**src/rtl/seq_detect_pkg.sv**
```systemverilog
// Shared types and constants for the serial pattern detector controller.
package seq_detect_pkg;

  typedef enum logic [1:0] {
    IDLE  = 2'd0,
    ARMED = 2'd1,
    DRAIN = 2'd2,
    DONE  = 2'd3
  } state_e;

  localparam logic       CH_A     = 1'b0;
  localparam logic       CH_B     = 1'b1;
  localparam logic [1:0] PEND_MAX = 2'd3;

endpackage

```
**src/rtl/rr_evt_arb.sv**
```systemverilog
// Per-channel pending hit counters feeding one registered valid/ready event slot,
// with round-robin choice between channels.
module rr_evt_arb
  import seq_detect_pkg::*;
(
  input  logic clock,
  input  logic reset,
  input  logic clr,
  input  logic hit_a,
  input  logic hit_b,
  input  logic evt_ready,
  output logic evt_valid,
  output logic evt_id,
  output logic all_empty,
  output logic drop
);

  // Pending counts include the event currently in the slot; they drop on accept.
  logic [1:0] pend_a_q, pend_a_d, pend_b_q, pend_b_d;
  logic       slot_v_q, slot_v_d, slot_id_q, slot_id_d, ptr_q, ptr_d;
  logic       acc_a, acc_b, avail_a, avail_b, drop_a, drop_b;

  always_comb begin
    acc_a     = slot_v_q & evt_ready & (slot_id_q == CH_A);
    acc_b     = slot_v_q & evt_ready & (slot_id_q == CH_B);
    avail_a   = pend_a_q > {1'b0, acc_a};
    avail_b   = pend_b_q > {1'b0, acc_b};
    drop_a    = hit_a & (pend_a_q == PEND_MAX);
    drop_b    = hit_b & (pend_b_q == PEND_MAX);
    pend_a_d  = pend_a_q + {1'b0, hit_a & ~drop_a} - {1'b0, acc_a};
    pend_b_d  = pend_b_q + {1'b0, hit_b & ~drop_b} - {1'b0, acc_b};
    slot_v_d  = slot_v_q;
    slot_id_d = slot_id_q;
    ptr_d     = ptr_q;
    if (!slot_v_q || evt_ready) begin
      slot_v_d = avail_a | avail_b;
      if (avail_a && avail_b) slot_id_d = ptr_q;
      else if (avail_a)       slot_id_d = CH_A;
      else if (avail_b)       slot_id_d = CH_B;
      if (avail_a || avail_b) ptr_d = ~slot_id_d;
    end
  end

  always_ff @(posedge clock) begin
    if (reset || clr) begin
      pend_a_q  <= 2'd0;
      pend_b_q  <= 2'd0;
      slot_v_q  <= 1'b0;
      slot_id_q <= CH_A;
      ptr_q     <= CH_A;
    end else begin
      pend_a_q  <= pend_a_d;
      pend_b_q  <= pend_b_d;
      slot_v_q  <= slot_v_d;
      slot_id_q <= slot_id_d;
      ptr_q     <= ptr_d;
    end
  end

  assign evt_valid = slot_v_q;
  assign evt_id    = slot_id_q;
  assign all_empty = (pend_a_q == 2'd0) && (pend_b_q == 2'd0);
  assign drop      = drop_a | drop_b;

endmodule

```
**src/rtl/seq_detect_ctrl.sv**
```systemverilog
// Window sequencer and hit counters for the dual pattern detector; hits are
// reported through rr_evt_arb on a shared valid/ready event port.
module seq_detect_ctrl
  import seq_detect_pkg::*;
#(
  parameter int CNT_W = 8,
  parameter int WIN_W = 16
) (
  input  logic             clock,
  input  logic             reset,
  input  logic             start,
  input  logic             stop,
  input  logic [WIN_W-1:0] window_len,
  input  logic             in_valid,
  input  logic             det_a,
  input  logic             det_b,
  input  logic             evt_ready,
  output logic             evt_valid,
  output logic             evt_id,
  output logic             busy,
  output logic             done,
  output logic [CNT_W-1:0] hits_a,
  output logic [CNT_W-1:0] hits_b,
  output logic             overflow
);

  // state | meaning
  // IDLE  | waiting for start
  // ARMED | counting hits over the window
  // DRAIN | window over, flushing pending events
  // DONE  | one-cycle completion pulse
  state_e           state_q, state_d;
  logic [WIN_W-1:0] rem_q, rem_d;
  logic [CNT_W-1:0] hits_a_q, hits_a_d, hits_b_q, hits_b_d;
  logic             ovf_q, ovf_d, busy_q, busy_d, done_q, done_d;
  logic             clr, hit_a, hit_b, sat_a, sat_b, all_empty, drop;

  assign hit_a = (state_q == ARMED) & in_valid & det_a;
  assign hit_b = (state_q == ARMED) & in_valid & det_b;

  rr_evt_arb u_arb (
    .clock     (clock),
    .reset     (reset),
    .clr       (clr),
    .hit_a     (hit_a),
    .hit_b     (hit_b),
    .evt_ready (evt_ready),
    .evt_valid (evt_valid),
    .evt_id    (evt_id),
    .all_empty (all_empty),
    .drop      (drop)
  );

  always_comb begin
    state_d  = state_q;
    rem_d    = rem_q;
    hits_a_d = hits_a_q;
    hits_b_d = hits_b_q;
    ovf_d    = ovf_q;
    clr      = 1'b0;
    sat_a    = hit_a & (hits_a_q == {CNT_W{1'b1}});
    sat_b    = hit_b & (hits_b_q == {CNT_W{1'b1}});
    if (hit_a && !sat_a) hits_a_d = hits_a_q + CNT_W'(1);
    if (hit_b && !sat_b) hits_b_d = hits_b_q + CNT_W'(1);
    if (drop || sat_a || sat_b) ovf_d = 1'b1;
    case (state_q)
      IDLE: begin
        if (start) begin
          state_d  = ARMED;
          rem_d    = window_len;
          hits_a_d = '0;
          hits_b_d = '0;
          ovf_d    = 1'b0;
          clr      = 1'b1;
        end
      end
      ARMED: begin
        // remaining == 0 at entry means unbounded: only stop ends the window
        if (in_valid && rem_q != '0) begin
          rem_d = rem_q - WIN_W'(1);
          if (rem_q == WIN_W'(1)) state_d = DRAIN;
        end
        if (stop) state_d = DRAIN;
      end
      DRAIN:   if (all_empty) state_d = DONE;
      DONE:    state_d = IDLE;
      default: state_d = IDLE;
    endcase
    busy_d = (state_d == ARMED) || (state_d == DRAIN);
    done_d = (state_d == DONE);
  end

  always_ff @(posedge clock) begin
    if (reset) begin
      state_q  <= IDLE;
      rem_q    <= '0;
      hits_a_q <= '0;
      hits_b_q <= '0;
      ovf_q    <= 1'b0;
      busy_q   <= 1'b0;
      done_q   <= 1'b0;
    end else begin
      state_q  <= state_d;
      rem_q    <= rem_d;
      hits_a_q <= hits_a_d;
      hits_b_q <= hits_b_d;
      ovf_q    <= ovf_d;
      busy_q   <= busy_d;
      done_q   <= done_d;
    end
  end

  assign busy     = busy_q;
  assign done     = done_q;
  assign hits_a   = hits_a_q;
  assign hits_b   = hits_b_q;
  assign overflow = ovf_q;

endmodule
```
**config.mk**
```make
export PLATFORM = sky130hd
export DESIGN_NAME = seq_detect_ctrl
export DESIGN_NICKNAME = d
export VERILOG_FILES = /design/src/rtl/seq_detect_pkg.sv /design/src/rtl/rr_evt_arb.sv /design/src/rtl/seq_detect_ctrl.sv
export SDC_FILE = /design/constraint.sdc
export NUM_CORES = 1
export LEC_CHECK = 0
export CAP_MARGIN = 40
export CORE_ASPECT_RATIO = 1.75
export CORE_MARGIN = 4
export CORE_UTILIZATION = 45
export CTS_BUF_LIST = sky130_fd_sc_hd__clkbuf_4 sky130_fd_sc_hd__clkbuf_8
export DETAILED_ROUTE_END_ITERATION = 6
export PLACE_DENSITY_LB_ADDON = 0.15
export SLEW_MARGIN = 20
export SYNTH_ARGS = -nofsm -noshare
export SYNTH_HDL_FRONTEND = slang
export SYNTH_HIERARCHICAL = 1
export SYNTH_SLANG_ARGS = --single-unit
```
**constraint.sdc**
```tcl
create_clock -name clock -period 1.9 [get_ports clock]
set_clock_uncertainty 0.15 [all_clocks]
set_input_delay 0.475 -clock clock [delete_from_list [all_inputs] [get_ports clock]]
set_output_delay 0.475 -clock clock [all_outputs]
set_load 0.02 [all_outputs]
```
After elaboration in Yosys (flattened, before gate mapping)
Index checks and enable logic that the tools add are counted.
Storage, ports and cells
  register bits: 44
  word-level logic and storage cells: 97
Operators by class
  $add $sub $neg: 7
  magnitude comparators: 2
  equality and inequality tests: 13
  multiplexer cells: 24
  bitwise logic cells: 18
  reduce and logical (&&, ||, !) cells: 21
Operators with widths (count)
  $mux 8: 6
  $mux 16: 2
  $pmux 16 s2: 1
  $add 8x1->8 const B: 2
  $eq 16x1->1 const B: 1
  $eq 8x8->1 const B: 2
  $reduce_bool 16->1: 1
  $sub 16x1->16 const B: 1
  $and 1x1->1: 12
  $eq 2x2->1 const B: 6
  $mux 2: 5
  $mux 1: 9
  $pmux 2 s4: 1
  $logic_not 2->1: 3
  $logic_or 1x1->1: 6
  $logic_and 1x1->1: 5
  $add 2x1->2: 2
  $eq 2x1->1 const B: 2
  $gt 2x1->1: 2
  $not 1->1: 4
  $sub 2x1->2: 2
  $logic_not 1->1: 3
  $reduce_and 3->1: 1
  $ne 2x1->1 const B: 1
  4 further kinds: 5

Logic depth before layout (Yosys ltp)
  depth after elaboration: 10
  depth in mapped cells: 8
  gate-level depth less buffers: 8

Modules after synthesis
Netlist, hierarchy kept.
Modules (own cells, without submodules)
  seq_detect_ctrl: times used 1, cells an instance 252, area an instance 2130.8 µm², seq. area each 740.7 µm²
  rr_evt_arb: times used 1, cells an instance 50, area an instance 449.2 µm², seq. area each 140.1 µm²

Least setup slack after synthesis
No wires, ideal clock.
  kind: register to register
  start: register rem_q[4]
  end: register busy_q (netlist: busy)
  library setup time: 0.114 ns
  data arrival time: 1.754 ns
  setup slack: -0.117 ns
  stages on the path, launching flop included: 8
  clock period less this slack: 2.017 ns
  cells stage by stage: dfxtp_1 nor4_4 and4_1 buf_6 a41o_1 o22ai_1 ha_1 nor2b_1
Between the ends
  longest elaborated chain between the ends: 7
  elaborated cells on any way between the ends: 10
RTL lines
  start, declared: RTL line seq_detect_ctrl.sv:33  | logic [WIN_W-1:0] rem_q, rem_d;
  start signal, assigned: RTL line seq_detect_ctrl.sv:104  | rem_q <= rem_d;
  $eq 16x1->1 / $reduce_bool 16->1 (equally long branches): RTL line seq_detect_ctrl.sv:81, seq_detect_ctrl.sv:79
  $mux 2 / $logic_and 1x1->1 (equally long branches): RTL line seq_detect_ctrl.sv:81, seq_detect_ctrl.sv:79
  $mux 2 *: RTL line seq_detect_ctrl.sv:79  | if (in_valid && rem_q != '0) begin
  $mux 2 *: RTL line seq_detect_ctrl.sv:83  | if (stop) state_d = DRAIN;
  $pmux 2 s4 *: RTL line seq_detect_ctrl.sv:66  | case (state_q)
  net state_d[0]: RTL line seq_detect_ctrl.sv:32  | state_e state_q, state_d;
  $eq 2x1->1 / $eq 2x2->1 (equally long branches): RTL line seq_detect_ctrl.sv:89  | busy_d = (state_d == ARMED) || (state_d == DRAIN);
  $logic_or 1x1->1 *: RTL line seq_detect_ctrl.sv:89
  net busy_d: RTL line seq_detect_ctrl.sv:35  | logic ovf_q, ovf_d, busy_q, busy_d, done_q, done_d;
  end signal, assigned: RTL line seq_detect_ctrl.sv:108  | busy_q <= busy_d;
  end, declared: RTL line seq_detect_ctrl.sv:35
Mark *: on every way through the listed nets, which the timed path passes. The rest lies on a longest branch.
A chain may end at the register's enable or synchronous reset.

Final worst setup path
  start: register rem_q[5]
  end: register busy_q (netlist: busy)
The elaborated chain is that of the path after synthesis.

==> flow_summary.yaml <==
yosys:
  synth_area_mm2: 0.00258
  register_area_share_after_synthesis: 0.341
  post_synth_main_area_contributors: "sky130_fd_sc_hd__dfxtp_1 34%, sky130_fd_sc_hd__ha_1 5.8%, sky130_fd_sc_hd__xnor2_1 5.4%, sky130_fd_sc_hd__nand2_1 4.9%, sky130_fd_sc_hd__nor2_1 4.7%"
  synth.net_count: 338
  mapped_cells: 302
  postSynthAreaPerCell_um2: 8.54
  ys_warn_count: 6
  post_synth_num_cell_types: 59
  synth_top_cell_by_area: "sky130_fd_sc_hd__dfxtp_1"
  netlist.area_leader.share: 0.341
  async_reset_ff_frac: 0
  number_of_synthesized_flops_with_an_enable_pin: 0
  synth.ff_latch_count: 44
  postSynth.topFlopCell: "sky130_fd_sc_hd__dfxtp_1"
outcome:
  violations: "negative setup slack"
  run_status: "complete, but fails checks"
setup_path:
  cp_top_family: "simple AND/OR/NAND/NOR gates"
  worst_setup_path_start_kind: "flip-flop"
  path_class: "reg2reg"
  critical_path.cell_chain: "nor4_4, and4_4, a41o_1, o22ai_2, ha_1, nor2b_1"
  timing.critical_path.required_ns: 1.95
  worst-path-buf-inv: 0
  worst_path_max_delay_cell: "sky130_fd_sc_hd__dfxtp_2"
  critical_path.max_fanout: 4
  worst-endpoint-arrival_ns: 1.96
  worst_path_largest_cell_delay_ns: 0.34
  end_kind: "flip-flop"
clocking:
  worst_setup_hold_path_clk_slew_ns: 0.09
  numCtsBuffers: 5
  clock_tree.buffer_depth: 2
  h-tree-depth: 2
  clock_latency_ns: 0.29
  numClockSinks: 44
  clk_root_buffer_cell: "sky130_fd_sc_hd__clkbuf_8"
  clock_tree_from_tritoncts: "done"
route:
  remaining_drc_errors: 0
  drt-total-wl_um: 7040
  vias_per_cell: 5.52
  antenna_violating_nets_left: 0
  initialDrtViolationCount: 107
  wl_cell_um: 15.1
  drt_first_pass_iters: 4
  via_count: 2569
power:
  power_frac_comb: 0.353
  power.density_cell_area_mw_per_mm2: 767
  cellInternalPower_mw: 1.87
  largest_vdd_supply_drop_mv: 0.594
  share_seq_of_total_power: 0.380
  clock_power_share: 0.267
  power.static_leakage_nw: 1.51
  power_switching_mw: 0.894
  power.share.switching: 0.323
cells_and_area:
  final_common_cell: "sky130_fd_sc_hd__buf_4"
  final_net_count: 424
  number_of_fill_cells: 529
  share_of_final_layout_standard_cells_stronger_than_drive_strength_1: 0.242
  register_area_um2: 892
  most-common-layout-cells: "42 x sky130_fd_sc_hd__buf_4, 37 x sky130_fd_sc_hd__dfxtp_1, 33 x sky130_fd_sc_hd__nand2_1, 30 x sky130_fd_sc_hd__nor2_1"
  areaGrowthSynthToFinish_pct: 39.7
  final_cell_count_no_fill: 465
  multi_input_gate_area_mm2: 0.00165
  antenna_cells: 0
  stdcell_area_mm2: 0.00360
timing:
  timing.max_slew.rel_slack: 0.748
  min_period_ns: 1.92
  timing.setup.tns_ns: -0.0171
  worst-slew-pin-transition_ns: 0.377
  final_hold_viol_count: 0
  clock.fmax_mhz: 522
  fin_ws_ns: -0.0171
  final-setup-viol-count: 1
  fin_hold_ws_ns: 0.335
  setup_repair_after_global_routing_missed_its_margin: "true"
  finalMaxSlewViolations: 0
  final.period_utilization: 1.01
floorplanning:
  dieWidth_um: 65.2
  boundaryPins: 45
  die_area_mm2: 0.00706
  die_height_um: 108
  initial_core_util: 0.462
  placeableCoreArea_mm2: 0.00559
  rows: 36
global_routing:
  first_global_vias: 2551
  grt_usage: 0.208
  pin_count_of_the_biggest_net_entering_global_routing: 27
  grt.overflow.total: 0
  grt_pass1_wl_um: 11500
  antenna_found_initial: 0
place:
  detailed_place_hpwl_um: 5020
  placed_area_mm2: 0.00335
  routabilityCongestion: 0.891
  numPlacedInstances: 449
  place.port_buffers: 44
flow_run:
  timing.max_cap.violations: 0
min_path:
  worstHoldPathType: "reg2reg"
-- cells by family (layout without fill, tap and decap cells) --
family / count (synthesis) / count (layout) / synth area share
xor+xnor: 18 / 18 / 0.0611
flops: 44 / 44 / 0.341
compound gates: 70 / 72 / 0.201
fa+ha+maj: 12 / 12 / 0.0582
simple gates: 128 / 128 / 0.258
mux: 3 / 3 / 0.0116
buf+inv: 27 / 112 / 0.0689
-- cells in the mapped netlist, types with 3 or more instances --
cell,number
sky130_fd_sc_hd__and2_1,6
sky130_fd_sc_hd__o21ai_1,8
sky130_fd_sc_hd__a32o_1,3
sky130_fd_sc_hd__nor2_1,32
sky130_fd_sc_hd__clkbuf_1,4
sky130_fd_sc_hd__xnor2_1,16
sky130_fd_sc_hd__o32ai_1,4
sky130_fd_sc_hd__nand3_1,9
sky130_fd_sc_hd__mux2i_1,3
sky130_fd_sc_hd__nand2_1,34
sky130_fd_sc_hd__dfxtp_1,44
sky130_fd_sc_hd__or3_1,3
sky130_fd_sc_hd__o31a_1,3
sky130_fd_sc_hd__o21ai_0,6
sky130_fd_sc_hd__a21oi_1,22
sky130_fd_sc_hd__nor2b_1,5
sky130_fd_sc_hd__nand4_1,4
sky130_fd_sc_hd__buf_6,5
sky130_fd_sc_hd__nor3_1,15
sky130_fd_sc_hd__ha_1,12
sky130_fd_sc_hd__inv_1,12
sky130_fd_sc_hd__and3_1,4
-- tightest hold or removal path: stages, from the launching register on --
cell and delay, ns:
sky130_fd_sc_hd__dfxtp_1 0.31, sky130_fd_sc_hd__inv_1 0.08, sky130_fd_sc_hd__a21oi_1 0.07
-- path summary, 6_finish.rpt --
| path | start | to | slack (ns) | cells after the start |
|---|---|---|---|---|
| max reg2reg | rem_q[5]$_SDFFE_PP0P_ | busy$_SDFF_PP0_ | -0.02 | 6 |
| max | rem_q[5]$_SDFFE_PP0P_ | busy$_SDFF_PP0_ | -0.02 | 6 |
| min reg2reg | u_arb/ptr_q$_SDFFE_PP0P_ | u_arb/ptr_q$_SDFFE_PP0P_ | 0.33 | 2 |
| min | u_arb/ptr_q$_SDFFE_PP0P_ | u_arb/ptr_q$_SDFFE_PP0P_ | 0.33 | 2 |
-- per-layer routing --
| metal | vias to the layer above | GRT usage | wire length [um] |
|---|---|---|---|
| li1 | 1249 | - | - |
| met1 | 1233 | 0.199 | 2460 |
| met2 | 65 | 0.402 | 3990 |
| met3 | 22 | 0.0301 | 240 |
| met4 | 0 | 0.128 | 342 |
| met5 | - | 0 | 0 |
-- area by class of cell --
type / instances / area share
clock buffers: 6 / 0.0212
clock inverters: 2 / 0.00972
inverters: 14 / 0.0160
multi-input cells: 233 / 0.457
flip-flops and latches: 44 / 0.248
well taps: 76 / 0.0264
repair buffers: 90 / 0.223
-- timing repair --
action / in CTS / in global routing
cloned: 2 / 0
buffers inserted: 5 / 1
endpoints found under the setup margin: 43 / 15
gates resized for setup: 40 / 14
hold buffers: 0 / 0
pin swaps: 8 / 11
-- per-stage QoR --
step,setup WS (ns),power [mW],util
6_report,-0.0171,2.76,0.645
3_3_place_gp,-0.528,1.89,0.599
5_1_grt,-0.0787,2.90,0.645
4_1_cts,0.0134,2.72,0.636
3_5_place_dp,-0.615,1.91,0.599
2_1_floorplan,-0.0377,1.59,-
-- flip-flops by register name (all words and copies together), names as in the netlist --
name and flops:
hits_a 8, rem_q 16, u_arb/pend_a_q 2, u_arb/pend_b_q 2, hits_b 8, overflow 1
u_arb/evt_id 1, busy 1, state_q 2, u_arb/ptr_q 1, done 1, u_arb/evt_valid 1
-- power by group through the flow --
stage | logic [mW] | clock network (mW) | registers (mW)
final | 0.976 | 0.737 | 1.05
after global routing | 1.06 | 0.787 | 1.06
after CTS | 0.928 | 0.751 | 1.04
after detailed placement | 0.848 | 0 | 1.06
after global placement | 0.835 | 0 | 1.06
after floorplan | 0.521 | 0 | 1.06
Power figures use the tool's default switching activity.
